<file path="config.mk">
export PLATFORM = sky130hd
export DESIGN_NAME = div_ctrl_flat
export DESIGN_NICKNAME = d
export VERILOG_FILES = /design/src/rtl/div_ctrl_pkg.sv /design/src/rtl/div_ctrl_if.sv /design/src/rtl/div_iter_step.sv /design/src/rtl/div_ctrl.sv /design/src/flat_wrapper.sv
export SDC_FILE = /design/constraint.sdc
export NUM_CORES = 1
export LEC_CHECK = 0
export ABC_AREA = 1
export ABC_CLOCK_PERIOD_IN_PS = 2600
export BUFFER_PORTS_ARGS = -buffer_cell sky130_fd_sc_hd__buf_2
export CORE_MARGIN = 2
export CORE_UTILIZATION = 60
export DETAILED_ROUTE_END_ITERATION = 10
export PLACE_DENSITY = 0.81
export SYNTH_ARGS = -nofsm -noshare
export SYNTH_HDL_FRONTEND = slang
export SYNTH_SLANG_ARGS = --single-unit
</file>
<file path="constraint.sdc">
create_clock -name clk -period 2.6 [get_ports clk]
set_input_delay 0 -clock clk [delete_from_list [all_inputs] [get_ports clk]]
set_output_delay 0 -clock clk [all_outputs]
set_load 0.01 [all_outputs]
</file>
<file path="src/rtl/div_ctrl_pkg.sv">
// Shared definitions for the div_ctrl divider: FSM state encodings and default iteration count.
package div_ctrl_pkg;
  localparam int DIV_ITER = 32;

  typedef enum logic [1:0] {
    DIV_IDLE = 2'd0,
    DIV_BUSY = 2'd1,
    DIV_DONE = 2'd2
  } div_state_e;
endpackage

</file>
<file path="src/rtl/div_ctrl_if.sv">
// EX-stage divide request/response bundle between the pipeline (master) and div_ctrl (slave).
interface div_ctrl_if #(parameter int WIDTH = 32);
  logic               start_i;
  logic               signed_i;
  logic [WIDTH-1:0]   opa_i;
  logic [WIDTH-1:0]   opb_i;
  logic               annul_i;
  logic               stall_divE;
  logic               ready_o;
  logic [2*WIDTH-1:0] result_o;

  modport master (
    output start_i, signed_i, opa_i, opb_i, annul_i,
    input  stall_divE, ready_o, result_o
  );

  modport slave (
    input  start_i, signed_i, opa_i, opb_i, annul_i,
    output stall_divE, ready_o, result_o
  );
endinterface

</file>
<file path="src/rtl/div_iter_step.sv">
// One radix-2 restoring divide step: shifts the next dividend bit into rem and one quotient bit into q.
module div_iter_step #(
  parameter int WIDTH = 32
) (
  input  logic [WIDTH-1:0] rem,
  input  logic [WIDTH-1:0] q,
  input  logic [WIDTH-1:0] divisor,
  output logic [WIDTH-1:0] rem_nxt,
  output logic [WIDTH-1:0] q_nxt
);
  logic [WIDTH:0] ext;
  logic           ge;

  assign ext = {rem, q[WIDTH-1]};
  assign ge  = ext >= {1'b0, divisor};
  // When ge holds, the true difference is below divisor, so modular WIDTH-bit subtraction is exact.
  assign rem_nxt = ge ? (ext[WIDTH-1:0] - divisor) : ext[WIDTH-1:0];
  assign q_nxt   = {q[WIDTH-2:0], ge};
endmodule

</file>
<file path="src/rtl/div_ctrl.sv">
// Multi-cycle restoring divider for MIPS DIV/DIVU with stall and annul handling.
// Optional macro DIV_ZERO_SHORTCUT_EN: a zero divisor skips the iterations and goes straight to DONE.
module div_ctrl
  import div_ctrl_pkg::*;
#(
  parameter int WIDTH = DIV_ITER,
  parameter int CNT_W = 6
) (
  input  logic       clk,
  input  logic       rst,
  div_ctrl_if.slave  bus
);
  div_state_e         state, state_nxt;
  logic [CNT_W-1:0]   cnt;
  logic [WIDTH-1:0]   rem, q, divisor, rem_nxt, q_nxt;
  logic [WIDTH-1:0]   mag_a, mag_b;
  logic               sign_q, sign_r;
  logic [2*WIDTH-1:0] res_q, res_fix;
  logic               accept, last, ready;

  assign accept = (state == DIV_IDLE) & bus.start_i & ~bus.annul_i;
  assign last   = cnt == CNT_W'(WIDTH-1);
  assign mag_a  = (bus.signed_i & bus.opa_i[WIDTH-1]) ? -bus.opa_i : bus.opa_i;
  assign mag_b  = (bus.signed_i & bus.opb_i[WIDTH-1]) ? -bus.opb_i : bus.opb_i;

  div_iter_step #(.WIDTH(WIDTH)) u_step (
    .rem     (rem),
    .q       (q),
    .divisor (divisor),
    .rem_nxt (rem_nxt),
    .q_nxt   (q_nxt)
  );

  always_comb begin
    state_nxt = state;
    unique case (state)
      DIV_IDLE: if (accept) begin
        state_nxt = DIV_BUSY;
`ifdef DIV_ZERO_SHORTCUT_EN
        if (bus.opb_i == '0) state_nxt = DIV_DONE;
`endif
      end
      DIV_BUSY: begin
        if (bus.annul_i)  state_nxt = DIV_IDLE;
        else if (last)    state_nxt = DIV_DONE;
      end
      DIV_DONE: state_nxt = DIV_IDLE;
      default:  state_nxt = DIV_IDLE;
    endcase
  end

  assign res_fix        = {sign_r ? -rem : rem, sign_q ? -q : q};
  assign ready          = (state == DIV_DONE) & ~bus.annul_i;
  assign bus.ready_o    = ready;
  assign bus.stall_divE = accept | ((state == DIV_BUSY) & ~bus.annul_i);
  // Fixed-up result is visible in the ready cycle itself, then held in res_q.
  assign bus.result_o   = ready ? res_fix : res_q;

  always_ff @(posedge clk) begin
    if (rst) begin
      state   <= DIV_IDLE;
      cnt     <= '0;
      rem     <= '0;
      q       <= '0;
      divisor <= '0;
      sign_q  <= 1'b0;
      sign_r  <= 1'b0;
      res_q   <= '0;
    end else begin
      state <= state_nxt;
      if (accept) begin
        rem     <= '0;
        q       <= mag_a;
        divisor <= mag_b;
        cnt     <= '0;
        sign_q  <= bus.signed_i & (bus.opa_i[WIDTH-1] ^ bus.opb_i[WIDTH-1]);
        sign_r  <= bus.signed_i & bus.opa_i[WIDTH-1];
`ifdef DIV_ZERO_SHORTCUT_EN
        // Preload what the full iteration would leave behind for a zero divisor.
        if (bus.opb_i == '0) begin
          rem <= mag_a;
          q   <= '1;
        end
`endif
      end else if (state == DIV_BUSY) begin
        rem <= rem_nxt;
        q   <= q_nxt;
        if (!last) cnt <= cnt + 1'b1;
      end
      if (ready) res_q <= res_fix;
    end
  end
endmodule
</file>
<file path="src/flat_wrapper.sv">
// flat-port wrapper written by rule: the top's interface ports become plain ports
module div_ctrl_flat import div_ctrl_pkg::*;
#(
  parameter int WIDTH = DIV_ITER,
  parameter int CNT_W = 6
)
  (clk, rst, bus_start_i, bus_signed_i, bus_opa_i, bus_opb_i, bus_annul_i, bus_stall_divE, bus_ready_o, bus_result_o);
  div_ctrl_if #(.WIDTH(WIDTH)) bus_i ();
  input  logic clk;
  input  logic rst;
  input wire logic [$bits(bus_i.start_i)-1:0] bus_start_i;
  input wire logic [$bits(bus_i.signed_i)-1:0] bus_signed_i;
  input wire logic [$bits(bus_i.opa_i)-1:0] bus_opa_i;
  input wire logic [$bits(bus_i.opb_i)-1:0] bus_opb_i;
  input wire logic [$bits(bus_i.annul_i)-1:0] bus_annul_i;
  output wire logic [$bits(bus_i.stall_divE)-1:0] bus_stall_divE;
  output wire logic [$bits(bus_i.ready_o)-1:0] bus_ready_o;
  output wire logic [$bits(bus_i.result_o)-1:0] bus_result_o;
  assign bus_i.start_i = bus_start_i;
  assign bus_i.signed_i = bus_signed_i;
  assign bus_i.opa_i = bus_opa_i;
  assign bus_i.opb_i = bus_opb_i;
  assign bus_i.annul_i = bus_annul_i;
  assign bus_stall_divE = bus_i.stall_divE;
  assign bus_ready_o = bus_i.ready_o;
  assign bus_result_o = bus_i.result_o;
  div_ctrl #(.WIDTH(WIDTH), .CNT_W(CNT_W)) u_core (.clk(clk), .rst(rst), .bus(bus_i));
endmodule
</file>
* Word level (Yosys, flattened, before mapping) *
Cells that the tools add are included.

storage, ports and cells
  output and inout port bits = 66
  input port bits = 69
  register bits after elaboration = 170
  logic and storage cells = 48

operators by class
  magnitude comparators = 1
  bitwise operators = 11
  muxes and demuxes = 12
  add/subtract/negate cells = 6
  reduce and logical (&&, ||, !) cells = 5
  equal/unequal tests = 5

operator list
  kind                 count
  $mux 32              7
  $neg 32->32          4
  $mux 64              1
  $ge 33x32->1         1
  $sub 32x32->32       1
  $and 1x1->1          7
  $add 6x1->6 const B  1
  $eq 6x5->1 const B   1
  $mux 2               3
  $pmux 2 s2           1
  $reduce_and 2->1     2
  $ne 3x2->1 const B   1
  $eq 2x1->1 const B   1
  $eq 2x2->1 const B   1
  $logic_not 2->1      1
  $ne 2x1->1 const B   1
  $not 1->1            2
  $reduce_bool 2->1    1
  $reduce_or 2->1      1
  $or 1x1->1           1
  $xor 1x1->1          1

* Depth between registers and ports, before layout *
Gate-level depths: netlist (run 1).

  depth after elaboration = 5
  gate-level depth with buffers = 17
  gate-level depth less buffers = 16

* By module *
From an unflattened synthesis (run 1), not the netlist that was laid out.

second synthesis, totals
  cells, all modules = 2394
  area total of the unflattened synthesis = 14039.7 um2

modules (own cells, without submodules)
  module         cells an instance  area each (um2)  times used  sequential area each (um2)
  div_ctrl       1715               10639.0          1           3403.3
  div_iter_step  679                3400.8           1           0.0

* Least setup slack after synthesis (run 1) *
Ideal clock, no wire load.

  path kind = reg2reg
  start point = register u_core.rem[19]
  end point = register u_core.rem[16]
  clock period less this slack = 1.949 ns
  path buffers = 2
  stages on the path, launching flop included = 16
  data arrival time = 1.817 ns
  data required time = 2.468 ns
  slack = 0.651 ns
  library setup time = 0.132 ns
  cells stage by stage = dfxtp_1 ha_1 nand2_1 inv_2 nand2_1 nand2_1 nand2_1 nand2_1 nand2_1 nand2_1 nor2_2 buf_6 buf_6 nand3b_1 nand3_1 a21oi_1

on the way
  cells in the longest elaborated chain, start to end = 2

RTL lines
  what                    RTL line             text
  start, declared         div_ctrl.sv:15       logic [WIDTH-1:0] rem, q, divisor, rem_nxt, q_nxt;
  start signal, assigned  div_ctrl.sv:86       rem <= rem_nxt;
  $ge 33x32->1            div_iter_step.sv:15  assign ge = ext >= {1'b0, divisor};
  $mux 32                 div_iter_step.sv:17  assign rem_nxt = ge ? (ext[WIDTH-1:0] - divisor) : ext[WIDTH-1:0];

Every way passes these cells.
A chain may end at the register's enable or synchronous reset.

* Worst setup path after layout (run 1) *
  start point = register u_core.rem[1]
  end point = output port bus_result_o[48]

on the way
  cells in the longest elaborated chain, start to end = 3

RTL lines
  what           RTL line            text
  $neg 32->32    div_ctrl.sv:52      assign res_fix = {sign_r ? -rem : rem, sign_q ? -q : q};
  $mux 32        div_ctrl.sv:52
  $mux 64        -
  end, declared  flat_wrapper.sv:18  output wire logic [$bits(bus_i.result_o)-1:0] bus_result_o;

Every way passes these cells.

==> results of run 1 <==
## synth_stat cells, types with 2 or more instances
cell and count:
xnor2_1 15, nand4_1 32, buf_2 13, o21ai_2 2, a211oi_1 6, nand3b_1 11, o31ai_1 2, clkbuf_1 57
nand3_2 14, o221ai_1 3, a31oi_1 4, a21oi_1 163, buf_4 3, nand2_2 6, o21bai_1 3, inv_2 2
o41ai_1 3, and2_1 12, nor3_1 28, inv_1 334, ha_1 37, nor4_1 6, buf_1 2, dfxtp_1 170
buf_6 5, nand2_1 684, xor2_1 68, o22ai_1 5, or2_2 32, o211ai_1 10, nor2_2 9, nor2_1 187
nor3_2 2, o21ai_0 103, o21a_1 2, nand3_1 202, o21ai_1 9
## registers in the layout (all words and copies together) (netlist names)
| signal | flops |
|---|---|
| u_core.sign_q | 1 |
| u_core.res_q | 64 |
| u_core.divisor | 32 |
| u_core.rem | 32 |
| u_core.q | 32 |
| u_core.cnt | 6 |
| u_core.state | 2 |
| u_core.sign_r | 1 |
## layout by cell type (no fill, tap or decap), types with 37 or more instances in the layout
| master | synthesis | routed |
|---|---|---|
| a21oi_1 | 163 | 163 |
| buf_2 | 13 | 133 |
| dfxtp_1 | 170 | 168 |
| dlygate4sd3_1 | 0 | 37 |
| inv_1 | 334 | 331 |
| nand2_1 | 684 | 683 |
| nand3_1 | 202 | 199 |
| nor2_1 | 187 | 183 |
| o21ai_0 | 103 | 101 |
| xor2_1 | 68 | 68 |
## per-layer routing
metal  vias to the layer above  routed length [um]  GRT usage [%]
met4                         0                2950           21.2
met1                      6802               17700           45.1
met3                       177                3220           5.18
met2                       791               21100           65.4
met5                         -                   0              0
li1                       7439                   -              -
## critical path, stage by stage (launching register included)
cell	delay, ns
dfxtp_1	0.34
inv_1	0.15
ha_2	0.25
nand3_2	0.17
nor2_4	0.18
nand3_4	0.13
nor2_2	0.19
a21oi_1	0.11
xor2_1	0.23
nand2_1	0.10
nand2_1	0.06
buf_2	0.13
## power by group through the flow
stage	clock, mW	combinational, mW	sequential (mW)
2_1_floorplan	0	1.46	2.80
3_3_place_gp	0	2.03	2.83
3_5_place_dp	0	2.04	2.83
4_1_cts	2.63	2.11	2.77
5_1_grt	2.72	2.40	2.79
6_report	2.62	2.18	2.78
## logic make-up (layout without fill, tap and decap cells)
family / count (synthesis) / after routing / synth area share (%)
compound gates: 317 / 317 / 12.8
flops: 170 / 170 / 25.7
simple gates: 1228 / 1228 / 40.0
buf+inv: 417 / 575 / 12.4
fa+ha+maj: 38 / 38 / 3.65
xor+xnor: 83 / 83 / 5.49
## final cells by class
type / count / area share, %
flip-flops and latches: 170 / 22.3
clock inverters: 15 / 1.13
well taps: 280 / 2.30
multi-input cells: 1666 / 54.3
repair buffers: 207 / 8.86
inverters: 336 / 8.27
clock buffers: 17 / 2.79
## through the flow
stage | cells | power, mW | worst slack [ns] | util, %
floorplan | 2253 | 4.26 | 0.651 | -
global placement | 2622 | 4.86 | 0.282 | 65.3
detailed placement | 2622 | 4.88 | 0.183 | 65.3
CTS | 2691 | 7.51 | 0.000585 | 69.8
global route | 2691 | 7.91 | -0.0213 | 70.1
finish | 2691 | 7.59 | 0.123 | 70.1
## final timing paths
path / slack (ns) / cells after the start / end / start
max: 0.12 / 11 / bus_result_o[48] / u_core.rem[1]$_SDFFE_PP0P_
min: 0.0009 / 5 / u_core.q[24]$_SDFFE_PP0P_ / bus_opa_i[24]
max reg2reg: 0.22 / 14 / u_core.rem[31]$_SDFFE_PP0P_ / u_core.divisor[9]$_SDFFE_PP0P_
min reg2reg: 0.47 / 2 / u_core.q[25]$_SDFFE_PP0P_ / u_core.q[25]$_SDFFE_PP0P_
## what timing repair did
action                                 in CTS  in global routing
pin swaps                                   1                  1
gates cloned                                0                  0
gates resized for setup                     5                 20
hold buffers                               37                  0
setup endpoints to repair                   8                 56
endpoints found under the hold margin      34                  0
==> flow_summary_export.csv, run 1 <==
group,metric,value,unit
outcome,status,"finished, final reports clean",
yosys,synth_ff_type,"dfxtp_1",
die,die-height,153,um
yosys,synthCells,2253,
sta,hold_viol,0,
layout,regArea,0.00341,mm^2
global_route,antenna_found_initial,0,
cts,cts_buffers,17,
global_route,grt_pass1_vias,14341,
detailed_routing,first_pass_iters,5,
yosys,async_reset_ff_share,0,%
yosys,synth_area_leaders,"dfxtp_1, nand2_1, inv_1, nand3_1, a21oi_1",
cts,root_buffer,"clkbuf_16",
layout,n_antenna_cell,0,
cts,clk_latency,0.45,ns
cts,clock-sinks,170,
sta,max_clock_freq,404,MHz
power_and_ir_drop,pwr-share-clk,34.6,%
power_and_ir_drop,pwr-share-comb,28.8,%
detailed_routing,drc_errors,0,
die,pin_count,135,
power_and_ir_drop,internal-power,4.70,mW
run,timing.max_cap.violations,0,
critical_path,critPathKind,"register to primary output",
hold_path,holdCritPathClass,"input pin to register",
sta,period_share,95.3,%
power_and_ir_drop,vdd_drop_max,432,uV
yosys,ys_seq_area_share,25.7,%
detailed_routing,vias,15209,
die,start_util,60.9,%
power_and_ir_drop,switching_share,38.1,%
layout,multi_input_area,0.00829,mm^2
global_route,overflow,0,
cts,clockBufferDepth,2,
placement,hpwl,34.0,mm
sta,tightest_slew,0.957,ns
layout,design_area,0.0153,mm^2
yosys,synth-seq-cells,170,
detailed_routing,wl_per_cell,16.7,um
die,rows,54,
layout,syn2layout_area_growth,15.2,%
sta,period_needed,2.48,ns
global_route,grt_usage,37.8,%
critical_path,startpoint_type,"register",
die,die_w,153,um
die,fp.coreArea,0.0218,mm^2
detailed_routing,finalWirelength,44.9,mm
critical_path,cp.required,2.60,ns
global_route,grt_pass1_wl,71.7,mm
yosys,synth_enable_flop_cells,0,
layout,drive_above_1_share,12.0,%
layout,final_net_count,2505,
sta,holdWs,0.000891,ns
placement,gp_congestion,1.02,
layout,fillCellCount,1922,
sta,setup_tns,0,ns
placement,place_area,0.0142,mm^2
detailed_routing,first_iter_violations,1505,
yosys,syn-cell-area,0.0132,mm^2
detailed_routing,ant_nets,0,
yosys,syn-num-nets,2360,
power_and_ir_drop,p_per_area,497,mW/mm^2
yosys,synth_top_area_share,25.7,%
sta,finClkSkew,0.0154,ns
critical_path,arrival,2.48,ns
power_and_ir_drop,pwr-share-seq,36.6,%
sta,setup_violations,0,
placement,port_buffers,134,
critical_path,critPathCaptureType,"primary output",
power_and_ir_drop,p_leak,8.08,nW
sta,finalMaxSlewViolations,0,
die,die-area,0.0233,mm^2
cts,clk_pin_slew,0.08,ns
sta,max_slew_margin,36.1,%
yosys,syn_area_per_cell,5.88,um^2
yosys,yosys.cell_types.count,44,
detailed_routing,vias_per_cell,5.65,
global_route,grt_start_max_net_pins,83,
critical_path,cp_max_fo,5,
cts,cts_setup_buffers,0,
yosys,ys.warnings.count,0,
power_and_ir_drop,power_switching,2.89,mW
cts,cts_tree,"yes",
yosys,netlist.top_cell.by_area,"dfxtp_1",
cts,htree_levels,4,
Note: power is estimated with default switching activity, not from simulation.
==> inputs of run 2 (changes only) <==
--- a/config.mk
+++ b/config.mk
@@ -6,7 +6,7 @@
 export NUM_CORES = 1
 export LEC_CHECK = 0
 export ABC_AREA = 1
-export ABC_CLOCK_PERIOD_IN_PS = 2600
+export ABC_CLOCK_PERIOD_IN_PS = 2400
 export BUFFER_PORTS_ARGS = -buffer_cell sky130_fd_sc_hd__buf_2
 export CORE_MARGIN = 2
 export CORE_UTILIZATION = 60
==> constraint.sdc (replaced) <==
create_clock -name clk -period 2.4 [get_ports clk]
set_input_delay 0 -clock clk [delete_from_list [all_inputs] [get_ports clk]]
set_output_delay 0 -clock clk [all_outputs]
set_load 0.01 [all_outputs]
==> run 2 against run 1 <==
The run now ends with hold timing left. Combinational power up 18%. Worst hold slack got worse by 0.0055 ns. Clock-buffer cell count unchanged. Core utilization rose by 3.1 points. Largest cell class unchanged. Largest power group unchanged.
==> flow_summary_export.csv, run 2 (synthesized netlist as in run 1, its figures left out) <==
group,metric,value,unit
outcome,status,"complete, but fails checks",
outcome,violations,"hold timing",
detailed_routing,ant_nets,0,
placement,gp_congestion,1.04,
cts,root_buffer,"clkbuf_16",
detailed_routing,vias,15534,
layout,syn2layout_area_growth,20.2,%
critical_path,startpoint_type,"register",
sta,holdWs,-0.00461,ns
sta,rsz0062_at_grt,"yes",
cts,htree_levels,4,
layout,regMostFlops,"u_core.res_q",
power_and_ir_drop,p_per_area,537,mW/mm^2
sta,max_slew_margin,33.3,%
power_and_ir_drop,p_leak,8.39,nW
critical_path,critPathCaptureType,"primary output",
die,pin_count,135,
global_route,grt_pass1_wl,72.9,mm
cts,clock-sinks,170,
critical_path,cp_max_fo,4,
critical_path,critPathSlowestCell,"dfxtp_2",
critical_path,regToRegSetupSlack,0.04,ns
sta,period_share,98.6,%
global_route,grt_start_max_net_pins,84,
run,timing.max_cap.violations,0,
layout,final_cell_mix,"nand2_1, inv_1, nand3_1",
layout,drive_above_1_share,16.4,%
sta,finalMaxSlewViolations,0,
layout,regArea,0.00341,mm^2
critical_path,arrival,2.37,ns
hold_path,hp-start,"bus_opa_i[25]",
layout,final_cells,2732,
placement,dp.cells,2650,
sta,hold_viol,1,
global_route,antenna_found_initial,0,
placement,place_area,0.0144,mm^2
critical_path,cp_common_cell,"nand2_1",
die,start_util,60.9,%
cts,clk_latency,0.45,ns
layout,mostFrequentLayoutCell,"nand2_1",
layout,multi_input_area,0.00861,mm^2
cts,clk_pin_slew,0.08,ns
detailed_routing,first_pass_iters,6,
detailed_routing,vias_per_cell,5.69,
layout,final_net_count,2546,
sta,setup_violations,0,
layout,largest_register_ffs,64,
die,die-area,0.0233,mm^2
die,die-height,153,um
detailed_routing,drc_errors,0,
hold_path,min_to,"u_core.q[25]$_SDFFE_PP0P_",
critical_path,critPathKind,"register to primary output",
sta,period_needed,2.37,ns
global_route,grt_pass1_vias,14562,
critical_path,regToRegEndpoint,"u_core.rem[19]$_SDFFE_PP0P_",
cts,cts_tree,"yes",
sta,max_clock_freq,423,MHz
hold_path,holdCritPathClass,"input pin to register",
die,die_w,153,um
die,rows,54,
power_and_ir_drop,power,8.55,mW
sta,finClkSkew,0.0146,ns
cts,clockBufferDepth,2,
global_route,overflow,0,
detailed_routing,wl_per_cell,17.1,um
critical_path,crit_chain,"inv_2, ha_4, inv_4, nor3_4, nand2_2, nor2_4, nand3_4, o21ai_4, xor2_1, nand2_1, nand2_1, buf_2",
sta,setup_slack,0.0341,ns
critical_path,worstReg2RegStart,"u_core.rem[23]$_SDFFE_PP0P_",
sta,tightest_slew,0.999,ns
cts,cts_buffers,17,
critical_path,r2r_cells,13,
global_route,grt_usage,38.4,%
layout,design_area,0.0159,mm^2
placement,dpl_worst_slack,-0.0696,ns
critical_path,crit_path_max_incr_delay,0.32,ns
detailed_routing,first_iter_violations,1603,
critical_path,cp.required,2.40,ns
power_and_ir_drop,vdd_drop_max,495,uV
placement,port_buffers,134,
detailed_routing,finalWirelength,46.7,mm
die,fp.coreArea,0.0218,mm^2
layout,n_antenna_cell,0,
hold_path,hold_depth,6,
layout,fillCellCount,1885,
placement,hpwl,34.6,mm
run 2: cell count changes in the layout (fill, tap and decap cells not counted), sizes merged:
cell,previous run,this run
dlygate4sd3,37,32
nand2,690,691
inv,343,342
clkinvlp,1,0
buf,170,215
bufinv,0,1
clkinv,7,8
run 2: where the power goes:
group / internal [mW] / switching, mW
clock network: 1.52 / 1.45
logic: 0.881 / 1.69
registers: 2.91 / 0.0976
total: 5.31 / 3.24
run 2: layout make-up:
cell class | instances | area share, %
tap | 280 | 2.20
multi-input combinational | 1667 | 54.1
timing repair buffer | 247 | 10.4
clock buffer | 17 | 2.67
inverter | 336 | 7.95
clock inverter | 15 | 1.29
sequential | 170 | 21.4
run 2: worst max-delay path: cells and delay by family, from the launching register on:
| kind | cells | cell delay [ns] |
|---|---|---|
| and+or+nand+nor | 6 | 0.84 |
| DFF | 1 | 0.32 |
| buffers and inverters | 3 | 0.25 |
| xor gates and xnor gates | 1 | 0.20 |
| AOI/OAI and AO/OA | 1 | 0.18 |
| adders and majority gates | 1 | 0.15 |
run 2: worst max-delay path by stage:
stage / from / to / slack [ns] / depth (start not counted)
2_1_floorplan: u_core.rem[19]$_SDFFE_PP0P_ / u_core.rem[16]$_SDFFE_PP0P_ / 0.45 / 15
3_3_place_gp: u_core.divisor[12]$_SDFFE_PP0P_ / u_core.rem[19]$_SDFFE_PP0P_ / -0.02 / 13
3_5_place_dp: u_core.divisor[3]$_SDFFE_PP0P_ / u_core.rem[19]$_SDFFE_PP0P_ / -0.07 / 16
4_1_cts: u_core.divisor[22]$_SDFFE_PP0P_ / u_core.rem[19]$_SDFFE_PP0P_ / 0.001 / 14
5_1_grt: u_core.divisor[2]$_SDFFE_PP0P_ / u_core.rem[19]$_SDFFE_PP0P_ / -0.08 / 16
6_report: u_core.q[1]$_SDFFE_PP0P_ / bus_result_o[20] / 0.03 / 12
run 2: timing repair:
action | in CTS | in global routing
gates resized for setup | 18 | 96
pin swaps | 5 | 22
endpoints found under the hold margin | 29 | 0
endpoints found under the setup margin | 22 | 74
setup buffers | 1 | 16
hold buffers | 32 | 0
cloned | 0 | 1
run 2: per-stage QoR:
stage          hold WS [ns]  util [%]  setup TNS [ns]
2_1_floorplan        0.0441         -               0
3_3_place_gp          0.314      66.3         -0.0247
3_5_place_dp          0.313      66.3         -0.0696
4_1_cts            0.000262      71.0               0
5_1_grt              0.0100      73.2          -0.590
6_report           -0.00461      73.2               0
run 2: metal layers:
metal,up-vias,GRT usage (%),wire [um]
li1,7531,-,-
met1,7035,45.1,18200
met2,786,67.8,22400
met3,182,4.44,3260
met4,0,21.9,2860
met5,-,0,0
